### src/rtl/spi_ctrl_if.sv
// Requester-side bus of the SPI byte controller: two request ports plus the
// shared result byte and busy flag.
interface spi_ctrl_if;
  logic       req0;
  logic       req1;
  logic       hold0;
  logic       hold1;
  logic [7:0] d0;
  logic [7:0] d1;
  logic       ack0;
  logic       ack1;
  logic [7:0] q;
  logic       busy;

  modport master (
    output req0, req1, hold0, hold1, d0, d1,
    input  ack0, ack1, q, busy
  );

  modport slave (
    input  req0, req1, hold0, hold1, d0, d1,
    output ack0, ack1, q, busy
  );
endinterface

### src/rtl/spi_ctrl.sv
// Two-port byte-transfer controller in front of the SD-card SPI byte engine:
// divider, post-reset guard, arbitration with chip-select locking, completion.
module spi_ctrl #(
  parameter int DIV = 4
) (
  input  logic       clock,
  input  logic       reset,
  spi_ctrl_if.slave  bus,
  output logic       cs,
  output logic       spi_ce,
  output logic       spi_io,
  output logic [7:0] spi_d,
  input  logic [7:0] spi_q
);

  typedef enum logic [1:0] {IDLE, LOAD, SHIFT, DONE} state_t;

  localparam logic [7:0] DIV_LAST    = 8'(DIV - 1);
  localparam logic [4:0] GUARD_TICKS = 5'd17;

  state_t     state, state_n;
  logic [7:0] div_cnt;
  logic [4:0] guard_cnt;
  logic       guard_active;
  logic       owner, owner_n;
  logic       last, last_n;
  logic       lock, lock_n;
  logic       cs_n;
  logic [7:0] spi_d_n;
  logic [4:0] tick, tick_n;
  logic [7:0] q_r, q_n;
  logic [1:0] reqv, holdv, cand;
  logic       grant_port;

  always_ff @(posedge clock or negedge reset) begin
    if (!reset)                   div_cnt <= '0;
    else if (div_cnt == DIV_LAST) div_cnt <= '0;
    else                          div_cnt <= div_cnt + 8'd1;
  end

  assign spi_ce = (div_cnt == DIV_LAST);

  // The engine has no reset, so let any in-flight byte drain before granting.
  always_ff @(posedge clock or negedge reset) begin
    if (!reset)                      guard_cnt <= '0;
    else if (guard_active && spi_ce) guard_cnt <= guard_cnt + 5'd1;
  end

  assign guard_active = (guard_cnt != GUARD_TICKS);

  always_ff @(posedge clock or negedge reset) begin
    if (!reset) begin
      state <= IDLE;
      owner <= 1'b0;
      last  <= 1'b1;
      lock  <= 1'b0;
      cs    <= 1'b1;
      spi_d <= 8'hFF;
      tick  <= '0;
      q_r   <= 8'hFF;
    end else begin
      state <= state_n;
      owner <= owner_n;
      last  <= last_n;
      lock  <= lock_n;
      cs    <= cs_n;
      spi_d <= spi_d_n;
      tick  <= tick_n;
      q_r   <= q_n;
    end
  end

  assign reqv  = {bus.req1, bus.req0};
  assign holdv = {bus.hold1, bus.hold0};
  assign cand  = reqv & (lock ? (owner ? 2'b10 : 2'b01) : 2'b11);

  always_comb begin
    state_n    = state;
    owner_n    = owner;
    last_n     = last;
    lock_n     = lock;
    cs_n       = cs;
    spi_d_n    = spi_d;
    tick_n     = tick;
    q_n        = q_r;
    grant_port = 1'b0;
    case (state)
      IDLE: begin
        if (!guard_active) begin
          // A locked owner that has gone quiet gives up chip select first.
          if (lock && !holdv[owner] && !reqv[owner]) begin
            cs_n   = 1'b1;
            lock_n = 1'b0;
          end else if (cand != 2'b00) begin
            grant_port = (cand == 2'b11) ? ~last : cand[1];
            owner_n    = grant_port;
            last_n     = grant_port;
            spi_d_n    = grant_port ? bus.d1 : bus.d0;
            cs_n       = 1'b0;
            state_n    = LOAD;
          end
        end
      end
      LOAD: begin
        if (spi_ce) begin
          tick_n  = '0;
          state_n = SHIFT;
        end
      end
      SHIFT: begin
        if (spi_ce) begin
          tick_n = tick + 5'd1;
          if (tick == 5'd15) state_n = DONE;
        end
      end
      DONE: begin
        q_n    = spi_q;
        lock_n = holdv[owner];
        if (!holdv[owner]) cs_n = 1'b1;
        state_n = IDLE;
      end
      default: state_n = IDLE;
    endcase
  end

  assign spi_io   = (state == LOAD) && spi_ce;
  assign bus.ack0 = (state == DONE) && !owner;
  assign bus.ack1 = (state == DONE) && owner;
  assign bus.q    = (state == DONE) ? spi_q : q_r;
  assign bus.busy = guard_active || (state != IDLE);

endmodule

### src/flat_wrapper.sv
// flat-port wrapper written by rule: the top's interface ports become plain ports
module spi_ctrl_flat 
#(
  parameter int DIV = 4
)
  (clock, reset, cs, spi_ce, spi_io, spi_d, spi_q, bus_req0, bus_req1, bus_hold0, bus_hold1, bus_d0, bus_d1, bus_ack0, bus_ack1, bus_q, bus_busy);
  spi_ctrl_if bus_i ();
  input  logic clock;
  input  logic reset;
  output logic cs;
  output logic spi_ce;
  output logic spi_io;
  output logic [7:0] spi_d;
  input  logic [7:0] spi_q;
  input wire logic [$bits(bus_i.req0)-1:0] bus_req0;
  input wire logic [$bits(bus_i.req1)-1:0] bus_req1;
  input wire logic [$bits(bus_i.hold0)-1:0] bus_hold0;
  input wire logic [$bits(bus_i.hold1)-1:0] bus_hold1;
  input wire logic [$bits(bus_i.d0)-1:0] bus_d0;
  input wire logic [$bits(bus_i.d1)-1:0] bus_d1;
  output wire logic [$bits(bus_i.ack0)-1:0] bus_ack0;
  output wire logic [$bits(bus_i.ack1)-1:0] bus_ack1;
  output wire logic [$bits(bus_i.q)-1:0] bus_q;
  output wire logic [$bits(bus_i.busy)-1:0] bus_busy;
  assign bus_i.req0 = bus_req0;
  assign bus_i.req1 = bus_req1;
  assign bus_i.hold0 = bus_hold0;
  assign bus_i.hold1 = bus_hold1;
  assign bus_i.d0 = bus_d0;
  assign bus_i.d1 = bus_d1;
  assign bus_ack0 = bus_i.ack0;
  assign bus_ack1 = bus_i.ack1;
  assign bus_q = bus_i.q;
  assign bus_busy = bus_i.busy;
  spi_ctrl #(.DIV(DIV)) u_core (.clock(clock), .reset(reset), .bus(bus_i), .cs(cs), .spi_ce(spi_ce), .spi_io(spi_io), .spi_d(spi_d), .spi_q(spi_q));
endmodule
### config.mk
export PLATFORM = sky130hd
export DESIGN_NAME = spi_ctrl_flat
export DESIGN_NICKNAME = d
export VERILOG_FILES = /design/src/rtl/spi_ctrl_if.sv /design/src/rtl/spi_ctrl.sv /design/src/flat_wrapper.sv
export SDC_FILE = /design/constraint.sdc
export NUM_CORES = 1
export LEC_CHECK = 0
export CAP_MARGIN = 20
export CORE_MARGIN = 3
export CORE_UTILIZATION = 25
export CTS_CLUSTER_DIAMETER = 50
export DETAILED_ROUTE_END_ITERATION = 6
export DONT_BUFFER_PORTS = 1
export PLACE_DENSITY_LB_ADDON = 0.08
export SLEW_MARGIN = 10
export SYNTH_ARGS = -nofsm -noshare
export SYNTH_HDL_FRONTEND = slang
export SYNTH_SLANG_ARGS = --single-unit
### constraint.sdc
create_clock -name clock -period 2.15 [get_ports clock]
set_clock_uncertainty 0.2 [all_clocks]
set_input_delay 0.43 -clock clock [delete_from_list [all_inputs] [get_ports clock]]
set_output_delay 0.43 -clock clock [all_outputs]
set_load 0.05 [all_outputs]
==> results.md <==
| Group | Parameter | Value |
|:---|:---|:---|
| outcome | Outcome | finished clean |
| synthesis | Total standard cell area after synthesis | 2080 sq um |
| grt | Most used routing layer in global routing | met2 |
| pwr | Internal Pwr Total | 0.00117 W |
| die | Initial Utilization | 26.4% |
| cts | Clock slew at reported path FFs | 80 ps |
| cts | CTS tree | done |
| detailed routing | Via-to-Cell Ratio | 4.71 |
| pwr | Standby leakage power | 1.07 nW |
| detailed routing | DRC marker count from the first detailed-route iteration | 25 |
| critical path | Data arrival time of the worst path | 1480 ps |
| sta | Least setup slack across all paths after layout | 44.4 ps |
| sta | Final worst hold slack | 130 ps |
| synthesis | Register bit count reported by yosys | 40 |
| die | Die height | 97.2 microns |
| synthesis | Primary FF master, synth | dfrtp_1 |
| grt | Wire length of the first global-routing pass | 7.50 mm |
| placement | Post-Place Setup Slack | 99.4 ps |
| grt | Met1 Track Usage GR | 11.6% |
| flow run | Max-capacitance violation count | 0 |
| sta | Setup repair after global routing missed its margin | true |
| grt | Maximum number of pins on one net before global-route repair | 41 |
| die | Die area | 9450 sq um |
| cts | Clock latency of the later-clocked register in the worst-skew pair | 290 ps |
| detailed routing | DR DRC count | 0 |
| sta | Hold violation total from the final report | 0 |
| final layout | Number of antenna repair diodes | 0 |
| die | Ports placed on the boundary | 52 |
| synthesis | Biggest area consumer among synthesized cells | dfrtp_1 |
| grt | Fraction of met3 tracks used by global routing | 3.52% |
| cts | Maximum level of the CTS H-tree | 2 |
| critical path | Critical path endpoint category | output pin |
| grt | Met2 capacity usage during global routing | 16.5% |
| critical path | Worst EP required | 1520 ps |
| final layout | Post-layout net count | 238 |
| pwr | Worst IR drop on VDD | 0.208 mV |
| final layout | Storage element area | 1020 sq um |
| cts | Clock root buffer | clkbuf_8 |
| detailed routing | Count of antenna-violating nets left after detailed routing | 0 |
| sta | Minimum clock period | 2110 ps |
| sta | Slew margin rel. | 76.4% |
| synthesis | Total of warnings raised by yosys | 0 |
| final layout | Share of final-layout standard cells stronger than drive strength 1 | 34.7% |
| die | Cell row count | 32 |
| detailed routing | Number of detailed-route iterations in the first pass | 4 |
| pwr | Proportion of power drawn by combinational gates | 6.7% |
| die | Chip width | 97.2 microns |
| synthesis | Share of async-settable or async-resettable flops after synthesis | 100% |
| sta | Setup violators final | 0 |
| critical path | Category of the worst setup path launch point | register |
| sta | Peak clock frequency supported by timing | 475 MHz |
| grt | Total routing usage reported by global routing | 9.78% |
| synthesis | Synth Net Count | 218 |
| grt | Antenna violations before repair | 0 |
| pwr | Net switching component of the power | 0.000343 W |
| sta | Final Max Slew Viols | 0 |
| cts | Number of buffers on the longest clock path | 2 |
| hold path | Path class of the lowest-slack min-delay path | input port to register |
| pwr | Pwr dens | 601 nW/um^2 |
| synthesis | Sequential area share after synthesis | 49.2% |
| synthesis | Cell types occupying the most area after synthesis | dfrtp_1 26%, dfstp_2 23%, ha_1 6.0% |
| placement | Total of buffers placed on input and output ports | 0 |
| die | CORE AREA | 7890 sq um |
| pwr | Clock network fraction of design power | 41.4% |
| pwr | Fraction of power spent switching nets | 22.7% |
| final layout | Total of fill cells in the finished design | 774 |
| placement | Placer's final routability congestion estimate | 0.715 |
| cts | Total clock buffers created by CTS | 5 |
| grt | Vias in the first global route | 1,482 |
| grt | Grt total ovfl | 0 |
| detailed routing | Total detailed-routing wirelength | 4.48 mm |
| synthesis | Number of unique standard cell types used by synthesis | 45 |
| sta | Least-Margin Pin Slew | 351 ps |
| sta | Share of the clock period used by the worst path | 97.9% |
| critical path | Critical path class | register to output pin |
| cts | Clk sinks | 40 |
| detailed routing | Total via count in the routed design | 1,419 |
| pwr | Sequential group share of total power | 52.0% |
| synthesis | Number of enable-type register cells in the synthesized netlist | 0 |
| synthesis | Yosys top cell area share | 26.5% |
| synthesis | Gate Count Post-Synth | 178 |
| final layout | Relative area change from synthesis to final layout | 21.0% |
| placement | Detailed-placement wirelength estimate | 3.29 mm |
| detailed routing | Average wire per standard cell | 14.9 microns |
| synthesis | Synthesized area per cell | 11.7 sq um |
| final layout | Multi-input combinational cell area | 1050 sq um |
| critical path | Top fanout value on the critical path | 12 |
| final layout | Utilization after layout | 31.9% |
==> worst max-delay path: stages, from the launching register on <==
cell     delay (ps)
dfrtp_1         440
ha_4            250
mux2_2          490
==> cell usage in the layout, fill, tap and decap left out, types with 3 or more instances in the layout <==
cell type / instances
dfrtp_1: 22
dfstp_2: 18
o21ai_0: 16
buf_4: 14
nand2_1: 12
mux2i_1: 12
mux2_2: 9
xnor2_1: 9
inv_1: 8
nand3_1: 8
clkbuf_8: 7
nor2_1: 6
ha_1: 5
and3_1: 4
nand2b_1: 3
a21o_1: 3
ha_4: 3
==> layer usage <==
layer,up-vias,wire length (microns)
li1,670,-
met1,695,1930
met2,49,2160
met3,5,339
met4,0,53
met5,-,0
==> cells by family after synthesis <==
family | Yosys count | synth area share (%)
adder cells (fa/ha/maj) | 10 | 6.01
multiplexers | 21 | 10.6
XOR/XNOR | 10 | 4.21
buffers and inverters | 13 | 2.83
flip-flops | 40 | 49.2
AND/OR/NAND/NOR | 51 | 15.3
AO/OA/AOI/OAI | 33 | 11.8
==> worst paths after layout <==
path	from	cells past startpoint	endpoint	slack (ps)
max	u_core.state[0]	2	bus_q[6]	40
min	bus_d1[1]	2	u_core.spi_d[1]	130
max reg2reg	u_core.state[0]	6	u_core.state[1]	160
min reg2reg	u_core.tick[2]	1	u_core.tick[2]	300
max in group asynchronous	reset	2	u_core.q_r[4]	1070
min in group asynchronous	reset	2	u_core.owner	430
==> synthesized netlist by cell type (all sizes together) (2+ instances only) <==
library cell,count
a211oi,2
a21boi,2
a21o,3
a21oi,3
and2,3
and3,5
buf,3
clkbuf,2
dfrtp,22
dfstp,18
ha,10
inv,8
mux2,9
mux2i,12
nand2,12
nand2b,3
nand3,8
nand4,2
nor2,6
nor3b,2
o21ai,17
xnor2,9
==> state kept, by name, summed over array words and instances, names as in the netlist <==
register,cells
u_core.q_r,8
u_core.lock,1
u_core.owner,1
u_core.tick,5
u_core.cs,1
u_core.state,2
u_core.last,1
u_core.spi_d,8
u_core.guard_cnt,5
u_core.div_cnt,8
==> power groups by stage <==
stage	Clock, W	Sequential, W	Combinational [W]
after floorplan	0	0.000797	0.0000720
after global placement	0	0.000800	0.0000788
after detailed placement	0	0.000800	0.0000816
after CTS	0.000660	0.000786	0.000104
after global routing	0.000690	0.000788	0.000111
final	0.000625	0.000786	0.000101
==> repair_timing <==
| item | 4_1_cts | 5_1_grt |
|---|---|---|
| setup endpoints to repair | 13 | 11 |
| pin swaps | 0 | 3 |
| hold buffers | 2 | 0 |
| gates resized for setup | 9 | 5 |
| setup buffers | 1 | 5 |
| endpoints found under the hold margin | 40 | 0 |
| gates cloned | 0 | 0 |
==> stage by stage <==
stage / TNS, ps / cells / instance area (sq um) / power (W)
after detailed placement: 0 / 285 / 2250 / 0.000882
after floorplan: 0 / 178 / 2080 / 0.000869
after global routing: -276 / 301 / 2520 / 0.00159
after CTS: 0 / 296 / 2450 / 0.00155
final: 0 / 301 / 2520 / 0.00151
after global placement: 0 / 285 / 2250 / 0.000878
==> final cells by class <==
type | instances | area share (%)
well taps | 102 | 5.07
clock buffers | 8 | 4.82
multi-input cells | 125 | 41.8
flip-flops and latches | 40 | 40.7
inverters | 8 | 1.19
repair buffers | 18 | 6.41
Power figures use the tool's default switching activity.
